File: src/rtl/chip_prog_receiver.sv
// Serial programming receiver: oversamples FPGA sclk/sdin on i_mainclk and loads A1/A2 gain codes.
// Optional mid-frame idle timeout with abort pulse is enabled by defining PROG_TIMEOUT_EN.
module chip_prog_receiver #(
  parameter int NBITS      = 5,
  parameter int GAINA1_RST = 0,
  parameter int GAINA2_RST = 0,
  parameter int TIMEOUT    = 255
) (
  input  logic       i_mainclk,
  input  logic       i_resetAll,
  input  logic       i_sclk,
  input  logic       i_sdin,
  output logic [2:0] o_gainA1,
  output logic [1:0] o_gainA2,
  output logic       o_ready,
  output logic       o_abort
);

  localparam int CW = $clog2(NBITS + 1);

  typedef enum logic [1:0] {sWAIT, sSHIFT, sDONE} state_e;

  state_e           state_q, state_d;
  logic             sclk_s1_q, sclk_s2_q, sclk_prev_q;
  logic             sdin_s1_q, sdin_s2_q;
  logic [NBITS-1:0] shreg_q, shreg_d;
  logic [CW-1:0]    bitcnt_q, bitcnt_d;
  logic [2:0]       gain_a1_q, gain_a1_d;
  logic [1:0]       gain_a2_q, gain_a2_d;
  logic             ready_q, ready_d;
  logic             sclk_rise;
  logic [NBITS-1:0] shift_val;

  assign sclk_rise = sclk_s2_q & ~sclk_prev_q;
  assign shift_val = {shreg_q[NBITS-2:0], sdin_s2_q};

`ifdef PROG_TIMEOUT_EN
  localparam int IW = $clog2(TIMEOUT + 1);
  logic [IW-1:0] idle_q, idle_d;
  logic          abort_q, abort_d;
`endif

  always_comb begin
    state_d   = state_q;
    shreg_d   = shreg_q;
    bitcnt_d  = bitcnt_q;
    gain_a1_d = gain_a1_q;
    gain_a2_d = gain_a2_q;
    ready_d   = ready_q;
`ifdef PROG_TIMEOUT_EN
    idle_d    = '0;
    abort_d   = 1'b0;
`endif
    case (state_q)
      sWAIT: begin
        if (sclk_rise) begin
          shreg_d  = shift_val;
          bitcnt_d = CW'(1);
          state_d  = sSHIFT;
        end
      end
      sSHIFT: begin
        if (bitcnt_q == CW'(NBITS)) begin
          state_d   = sDONE;
          gain_a1_d = shreg_q[NBITS-1 -: 3];
          gain_a2_d = shreg_q[1:0];
          ready_d   = 1'b1;
        end else if (sclk_rise) begin
          shreg_d  = shift_val;
          bitcnt_d = bitcnt_q + CW'(1);
        end
`ifdef PROG_TIMEOUT_EN
        // Abort on the edge where the idle count would reach TIMEOUT.
        else if (idle_q == IW'(TIMEOUT - 1)) begin
          state_d  = sWAIT;
          shreg_d  = '0;
          bitcnt_d = '0;
          abort_d  = 1'b1;
        end else begin
          idle_d = idle_q + IW'(1);
        end
`endif
      end
      sDONE:   ;
      default: state_d = sWAIT;
    endcase
  end

  always_ff @(posedge i_mainclk) begin
    if (i_resetAll) begin
      sclk_s1_q   <= 1'b1;
      sclk_s2_q   <= 1'b1;
      sclk_prev_q <= 1'b1;
      sdin_s1_q   <= 1'b1;
      sdin_s2_q   <= 1'b1;
      state_q     <= sWAIT;
      shreg_q     <= '0;
      bitcnt_q    <= '0;
      gain_a1_q   <= 3'(GAINA1_RST);
      gain_a2_q   <= 2'(GAINA2_RST);
      ready_q     <= 1'b0;
    end else begin
      sclk_s1_q   <= i_sclk;
      sclk_s2_q   <= sclk_s1_q;
      sclk_prev_q <= sclk_s2_q;
      sdin_s1_q   <= i_sdin;
      sdin_s2_q   <= sdin_s1_q;
      state_q     <= state_d;
      shreg_q     <= shreg_d;
      bitcnt_q    <= bitcnt_d;
      gain_a1_q   <= gain_a1_d;
      gain_a2_q   <= gain_a2_d;
      ready_q     <= ready_d;
    end
  end

`ifdef PROG_TIMEOUT_EN
  always_ff @(posedge i_mainclk) begin
    if (i_resetAll) begin
      idle_q  <= '0;
      abort_q <= 1'b0;
    end else begin
      idle_q  <= idle_d;
      abort_q <= abort_d;
    end
  end
  assign o_abort = abort_q;
`else
  assign o_abort = 1'b0;
`endif

  assign o_gainA1 = gain_a1_q;
  assign o_gainA2 = gain_a2_q;
  assign o_ready  = ready_q;

endmodule

File: config.mk
export PLATFORM = sky130hd
export DESIGN_NAME = chip_prog_receiver
export DESIGN_NICKNAME = d
export VERILOG_FILES = /design/src/rtl/chip_prog_receiver.sv
export SDC_FILE = /design/constraint.sdc
export NUM_CORES = 1
export LEC_CHECK = 0
export ABC_AREA = 1
export BUFFER_PORTS_ARGS = -buffer_cell sky130_fd_sc_hd__buf_2
export CAP_MARGIN = 25
export CORE_MARGIN = 5
export CORE_UTILIZATION = 50
export CTS_CLUSTER_DIAMETER = 80
export DETAILED_ROUTE_END_ITERATION = 7
export PLACE_DENSITY = 0.68
export SYNTH_ARGS = -nofsm -noshare
export SYNTH_HDL_FRONTEND = slang
export SYNTH_SLANG_ARGS = --single-unit
File: constraint.sdc
create_clock -name i_mainclk -period 1.45 [get_ports i_mainclk]
set_clock_uncertainty 0.15 [all_clocks]
set_input_delay 0.0725 -clock i_mainclk [delete_from_list [all_inputs] [get_ports i_mainclk]]
set_output_delay 0.0725 -clock i_mainclk [all_outputs]
set_load 0.02 [all_outputs]
After elaboration in Yosys (flattened, before gate mapping)
Cells that the tools add are included.
Widths: inputs -> output; s select.
{"block": "totals", "n_memories": 0, "wordCells": 38, "reg_bits": 21, "romBits": 0, "inputBits": 4, "ramBits": 0, "output_inout_bits": 7, "latchBits": 0}
{"block": "op_classes", "n_mul": 0, "bitwise": 3, "magnitude_cmp": 0, "addsub": 1, "mux": 10, "n_eq_ne": 7, "reduce_logical": 6, "div_mod_pow": 0, "shifts": 0}
{"operator": "$mux 5", "count": 2}
{"operator": "$pmux 5 s2", "count": 1}
{"operator": "$mux 3", "count": 3}
{"operator": "$ne 2x2->1 const B", "count": 4}
{"operator": "$pmux 2 s3", "count": 1}
{"operator": "$pmux 3 s2", "count": 1}
{"operator": "$mux 2", "count": 2}
{"operator": "$reduce_and 2->1", "count": 2}
{"operator": "$reduce_and 4->1", "count": 1}
{"operator": "$add 3x1->3 const B", "count": 1}
{"operator": "$eq 3x3->1 const B", "count": 1}
{"operator": "$reduce_and 3->1", "count": 1}
{"operator": "$eq 2x1->1 const B", "count": 1}
{"operator": "$eq 2x2->1 const B", "count": 1}
{"operator": "$logic_not 2->1", "count": 1}
{"operator": "$not 1->1", "count": 2}
{"operator": "$reduce_bool 2->1", "count": 1}
{"operator": "$and 1x1->1", "count": 1}

Depth between registers and ports, before layout
Gate-level depths: netlist (run 1).
{"block": "depth", "word_depth": 5, "mapped_depth": 9, "mapped_depth_nobuf": 9}

Worst setup path before layout (run 1)
No wires, ideal clock.
{"block": "synth_timing", "path_type": "flip-flop to flip-flop", "start": "register bitcnt_q[1]", "end": "register shreg_q[1]", "setup_ps": 116, "t_arrival_ps": 1044, "synth_period_minus_slack_ps": 1310, "t_required_ps": 1184, "slack_ps": 140, "stages_incl_launch_ff": 9, "n_path_buf": 0, "cell_sequence": "dfxtp_1 inv_1 ha_1 nand2_1 inv_1 nand2_8 nand2_8 o21ai_0 nor2_1"}
{"block": "synth_between", "elab_chain_len": 3}
{"element": "from (decl)", "line_no": "27", "rtl": "logic [CW-1:0] bitcnt_q, bitcnt_d;"}
{"element": "from (signal assigned)", "line_no": "110", "rtl": "bitcnt_q <= bitcnt_d;"}
{"element": "$eq 3x3->1", "line_no": "63", "rtl": "if (bitcnt_q == CW'(NBITS)) begin"}
{"element": "$ne 2x2->1 (no line)"}
{"element": "$reduce_and 2->1 (no line)"}
{"element": "to (signal assigned)", "line_no": "109", "rtl": "shreg_q <= shreg_d;"}
{"element": "to (decl)", "line_no": "26", "rtl": "logic [NBITS-1:0] shreg_q, shreg_d;"}
Every way passes these cells.
A chain may end at the register's enable or synchronous reset.

Worst setup path in the final report (run 1)
{"block": "layout_timing", "start": "register bitcnt_q[1]", "end": "register shreg_q[2]"}
The elaborated chain is that of the path after synthesis.

==> metrics.md, run 1 <==
| Metric | Value |
|---|---|
| Status | `finished clean` |
| Final worst setup slack | `0.115 ns` |
| I/O Pins | `11` |
| Netlist cell types | `18` |
| Top cell type's share of synthesized area | `51.4%` |
| Root buf cell | `clkbuf_4` |
| Final nets | `120` |
| Post-DP HPWL | `924 um` |
| Clock buffer depth | `2` |
| Num CTS Buffers | `3` |
| Setup TNS | `0 ns` |
| Fillers | `138` |
| Clock sinks | `21` |
| Initial antenna violation count | `0` |
| Die area | `2550 sq um` |
| CTS tree | `built` |
| VDD IR-drop max | `0.635 mV` |
| Core box area | `1520 sq um` |
| Clock Latency Late Sink | `0.30 ns` |
| Slew Limit Fails | `0` |
| Syn_area_per_cell | `8.35 sq um` |
| Seq. cell area | `422 sq um` |
| Die Span Y | `50.5 um` |
| H-tree depth | `1` |
| Top FF cell, synth | `dfxtp_1` |
| GRT Util Overall | `11.8%` |
| DR pass1 iterations | `4` |
| Final cell count without fillers | `129` |
| Unrepaired setup endpoints after global routing | `no` |
| Sequential-to-total area share from yosys stat | `51.4%` |
| FF+latch count, synth | `21` |
| Die W | `50.5 um` |
| Crit Path Class | `register to register` |
| Yosys warns | `0` |
| Fraction of layout instances using a drive strength above 1 | `23.0%` |
| Area Growth Syn to Fin | `14.5%` |
| Antenna Cells | `0` |
| Residual DRC | `0` |
| Grt ovf | `0` |
| Number of flops mapped to enable cells by yosys | `0` |
| Post-synthesis cell count | `98` |
| Mapped Area | `818 sq um` |
| DR iter-0 viols | `12` |
| Yosys top cell by area | `dfxtp_1` |
| Crit path launch type | `register` |
| Worst-path clk slew | `0.11 ns` |
| Leak pwr | `0.399 nW` |
| Syn Nets | `104` |
| Crit path time final | `1.34 ns` |
| Synth top cells by count | `nor2_1 (27), dfxtp_1 (21), nand2_1 (9), o21ai_0 (9), inv_1 (7)` |
| Final period util | `92.1%` |
| Hold Path Class | `register to register` |
| Site Rows | `14` |
| Cell count after placement | `122` |
| Vias in the first global route | `538` |
| Wirelength, routed | `1280 um` |
| Max Cap Violations | `0` |
| # setup viols final | `0` |
| Crit path required time | `1.50 ns` |
| WL/cell | `9.90 um` |
| Gp weighted congestion | `0.752` |
| Multi-input logic area | `348 sq um` |
| Global-route wire length before repair | `2260 um` |
| Pin count of the biggest net entering global routing | `14` |
| Initial core utilization | `53.7%` |
| Util after Layout | `61.5%` |
| Dpl ws | `0.0411 ns` |
| Crit path capture type | `register` |
| Via Count | `623` |
| PD cells | `992 nW/um^2` |
| Crit-path max FO | `10` |
| Asr flop ratio synth | `0%` |
| Via density | `4.83` |
| Fmax | `0.749 GHz` |
| Final hold vios | `0` |
| Synth top area cells | `dfxtp_1 (51%), nor2_1 (12%), o21ai_0 (5.5%), nand2_8 (4.9%), nand2_1 (4.1%)` |
| Critical Path AT | `1.39 ns` |
| Count leader, synth | `nor2_1` |
| Port-buffer cells | `9` |
| Post-route ant nets | `0` |
==> repair_timing <==
| action | in CTS | in global routing |
|---|---|---|
| endpoints found under the hold margin | 8 | 0 |
| setup buffers | 0 | 0 |
| endpoints found under the setup margin | 0 | 8 |
| hold buffers | 3 | 0 |
| gates resized for setup | 0 | 5 |
==> layer usage <==
layer | GRT usage (%) | vias to the layer above | part of all wire (%)
met1 | 15.2 | 272 | 50
met5 | 0 | - | 0
met2 | 16.1 | 12 | 42
li1 | - | 335 | -
met4 | 8.94 | 0 | 2.4
met3 | 3.55 | 4 | 5.2
==> stage by stage <==
stage          power (mW)  area (sq um)  hold slack, ns
2_1_floorplan       0.649           818        -0.00843
3_3_place_gp        0.661           880           0.108
3_5_place_dp        0.661           880           0.108
4_1_cts             0.941           936           0.276
5_1_grt             0.980           937           0.296
6_report            0.930           937           0.272
==> worst max-delay path, stage by stage (launching register included) <==
cell and delay, ns:
dfxtp_2 0.35, inv_1 0.04, ha_1 0.17, nand2_1 0.09
inv_2 0.07, nand2_8 0.11, nand2_8 0.08, o21ai_1 0.14
nor2_1 0.05
==> report_power, final <==
part           total (mW)  switching, mW  internal (mW)
Sequential          0.596        0.00623          0.590
Combinational      0.0587         0.0325         0.0262
Clock               0.275          0.167          0.107
==> area by class of cell <==
type	instances	share of cell area (%)
flip-flops and latches	21	45.0
multi-input cells	66	37.1
repair buffers	13	8.81
inverters	9	4.14
clock buffers	4	2.80
well taps	16	2.14
==> cell families after synthesis <==
family | Yosys count | synth area share [%]
simple gates | 49 | 30.4
fa+ha+maj | 2 | 3.06
compound gates | 14 | 8.56
other cells | 1 | 0.458
flops | 21 | 51.4
buf+inv | 11 | 6.12
==> cell usage in the layout, fill, tap and decap left out <==
cell type	n
clkbuf_1	1
buf_4	1
nor2_1	27
conb_1	1
o21ai_1	6
nand3_1	3
o21ai_0	6
a21oi_1	2
nor3_1	1
dlygate4sd3_1	3
inv_2	2
inv_1	6
clkbuf_4	3
ha_1	2
nand2_8	2
nor2_4	2
inv_6	1
buf_2	9
dfxtp_2	1
nand2_1	9
or2_2	5
dfxtp_1	20
==> flip-flops by register name, summed over array words and instances, names as in the netlist <==
signal       flops
bitcnt_q         3
o_gainA1         3
o_gainA2         2
o_ready          1
sclk_prev_q      1
sclk_s1_q        1
sclk_s2_q        1
sdin_s1_q        1
sdin_s2_q        1
shreg_q          5
state_q          2
==> final timing paths <==
kind	start	to	slack [ns]	depth (start not counted)
setup reg to reg	bitcnt_q[1]	shreg_q[2]	0.11	8
setup / recovery	bitcnt_q[1]	shreg_q[2]	0.11	8
hold reg to reg	sdin_s1_q	sdin_s2_q	0.27	1
hold / removal	sdin_s1_q	sdin_s2_q	0.27	1
No activity file was read; power rests on OpenSTA's default activity.
==> run 2: changes to the inputs <==
--- a/config.mk
+++ b/config.mk
@@ -9,10 +9,10 @@
 export BUFFER_PORTS_ARGS = -buffer_cell sky130_fd_sc_hd__buf_2
 export CAP_MARGIN = 25
 export CORE_MARGIN = 5
-export CORE_UTILIZATION = 50
+export CORE_UTILIZATION = 53
 export CTS_CLUSTER_DIAMETER = 80
 export DETAILED_ROUTE_END_ITERATION = 7
-export PLACE_DENSITY = 0.68
+export PLACE_DENSITY = 0.71
 export SYNTH_ARGS = -nofsm -noshare
 export SYNTH_HDL_FRONTEND = slang
 export SYNTH_SLANG_ARGS = --single-unit
==> metrics.md, run 2 (same netlist as run 1, synthesis figures left out) <==
| Metric | Value |
|---|---|
| Status | `finished clean` |
| Util after Layout | `63.2%` |
| Grt ovf | `0` |
| Pwr Total | `0.931 mW` |
| WL/cell | `10.7 um` |
| Crit path launch type | `register` |
| Final period util | `93.0%` |
| Max incr delay on CP | `0.35 ns` |
| Crit path time final | `1.35 ns` |
| Final hold vios | `0` |
| Core box area | `1490 sq um` |
| Hold Path Class | `register to register` |
| PD cells | `989 nW/um^2` |
| Via Count | `626` |
| Sequential share of power | `64.1%` |
| Final nets | `120` |
| Leak pwr | `0.400 nW` |
| # Post-CTS Setup Buffers | `0` |
| Site Rows | `14` |
| GRT Util Overall | `12.8%` |
| Crit Path Class | `register to register` |
| Port-buffer cells | `9` |
| Via density | `4.85` |
| Antenna Cells | `0` |
| Slew Limit Fails | `0` |
| Largest register FFs | `5` |
| H-tree depth | `1` |
| Wirelength, routed | `1380 um` |
| Post-DP HPWL | `981 um` |
| Crit-path max FO | `10` |
| Switching Fraction | `22.2%` |
| Setup TNS | `0 ns` |
| Gp weighted congestion | `0.737` |
| Post-route ant nets | `0` |
| Die area | `2430 sq um` |
| CTS tree | `built` |
| Max Cap Violations | `0` |
| I/O Pins | `11` |
| Clock buffer depth | `2` |
| Global-route wire length before repair | `2420 um` |
| Net Sw Power | `0.207 mW` |
| Most frequent cells in the layout | `nor2_1 (27), dfxtp_1 (20), nand2_1 (9), buf_2 (9), o21ai_0 (7)` |
| Int Power | `0.724 mW` |
| Clock Power Share | `29.5%` |
| DR pass1 iterations | `4` |
| CP max stage cell | `dfxtp_2` |
| Fraction of layout instances using a drive strength above 1 | `23.9%` |
| Fmax | `0.742 GHz` |
| Die Span Y | `49.3 um` |
| Crit path required time | `1.50 ns` |
| DR iter-0 viols | `9` |
| Critical Path AT | `1.40 ns` |
| # setup viols final | `0` |
| Unrepaired setup endpoints after global routing | `no` |
| VDD IR-drop max | `0.673 mV` |
| Initial core utilization | `55.0%` |
| Crit path capture type | `register` |
| Num CTS Buffers | `3` |
| Initial antenna violation count | `0` |
| Dpl ws | `0.0460 ns` |
| Most flops, register | `shreg_q` |
| Clock Latency Late Sink | `0.30 ns` |
| Dominant cell type by count on the critical path | `nand2_8` |
| Die W | `49.3 um` |
| Critical-path cell list | `inv_1, ha_1, nand2_1, inv_2, nand2_8, nand2_8, o21ai_0, nor2_1` |
| Cell count after placement | `122` |
| Root buf cell | `clkbuf_4` |
| Pin count of the biggest net entering global routing | `14` |
| Residual DRC | `0` |
| Area Growth Syn to Fin | `15.0%` |
| Vias in the first global route | `558` |
| Comb power frac | `6.4%` |
| Commonest non-fill, non-tap cell in the layout | `nor2_1` |
| Final worst setup slack | `0.102 ns` |
| Final cell count without fillers | `129` |
| Clock sinks | `21` |
| Worst-path clk slew | `0.11 ns` |
[run 2: cell counts in the layout (fill, tap and decap cells not counted)]
Identical to the previous run, type by type.
[run 2: metal layers]
metal  vias up  track usage [%]  routed length (um)
met3         5             3.98                  67
met2        11             18.5                 612
met5         -                0                   0
li1        333                -                   -
met4         0             8.07                  43
met1       277             16.2                 652
[run 2: through the flow]
stage | instance area, sq um | hold WS, ns
2_1_floorplan | 818 | -0.00843
3_3_place_gp | 880 | 0.107
3_5_place_dp | 880 | 0.109
4_1_cts | 936 | 0.284
5_1_grt | 941 | 0.295
6_report | 941 | 0.277
[run 2: layout make-up]
class                   count  area (sq um)
flip-flops and latches     21           422
fillers                   130           548
well taps                  16          20.0
repair buffers             13          82.6
multi-input cells          66           352
clock buffers               4          26.3
inverters                   9          38.8
[run 2: path summary, 6_finish.rpt]
| path | startpoint | end | slack, ns | cells after the start |
|---|---|---|---|---|
| setup / recovery | bitcnt_q[1] | shreg_q[1] | 0.10 | 8 |
| hold / removal | sclk_s1_q | sclk_s2_q | 0.28 | 1 |
| setup reg to reg | bitcnt_q[1] | shreg_q[1] | 0.10 | 8 |
| hold reg to reg | sclk_s1_q | sclk_s2_q | 0.28 | 1 |
[run 2: critical path: cells and delay by family, from the launching register on]
family	cells	cell delay (ns)
compound gates	1	0.16
fa+ha+maj	1	0.16
buf+inv	2	0.11
flops	1	0.35
simple gates	4	0.32
[run 2: repair_timing]
action,in CTS,in global routing
hold endpoints to repair,8,0
hold buffers,3,0
setup endpoints to repair,0,8
resized for setup,0,5
[run 2: power groups by stage]
stage               clock network (mW)  logic [mW]  registers [mW]
floorplan                            0      0.0411           0.608
global placement                     0      0.0517           0.609
detailed placement                   0      0.0524           0.609
CTS                              0.282      0.0588           0.596
global route                     0.313      0.0678           0.599
finish                           0.274      0.0600           0.597
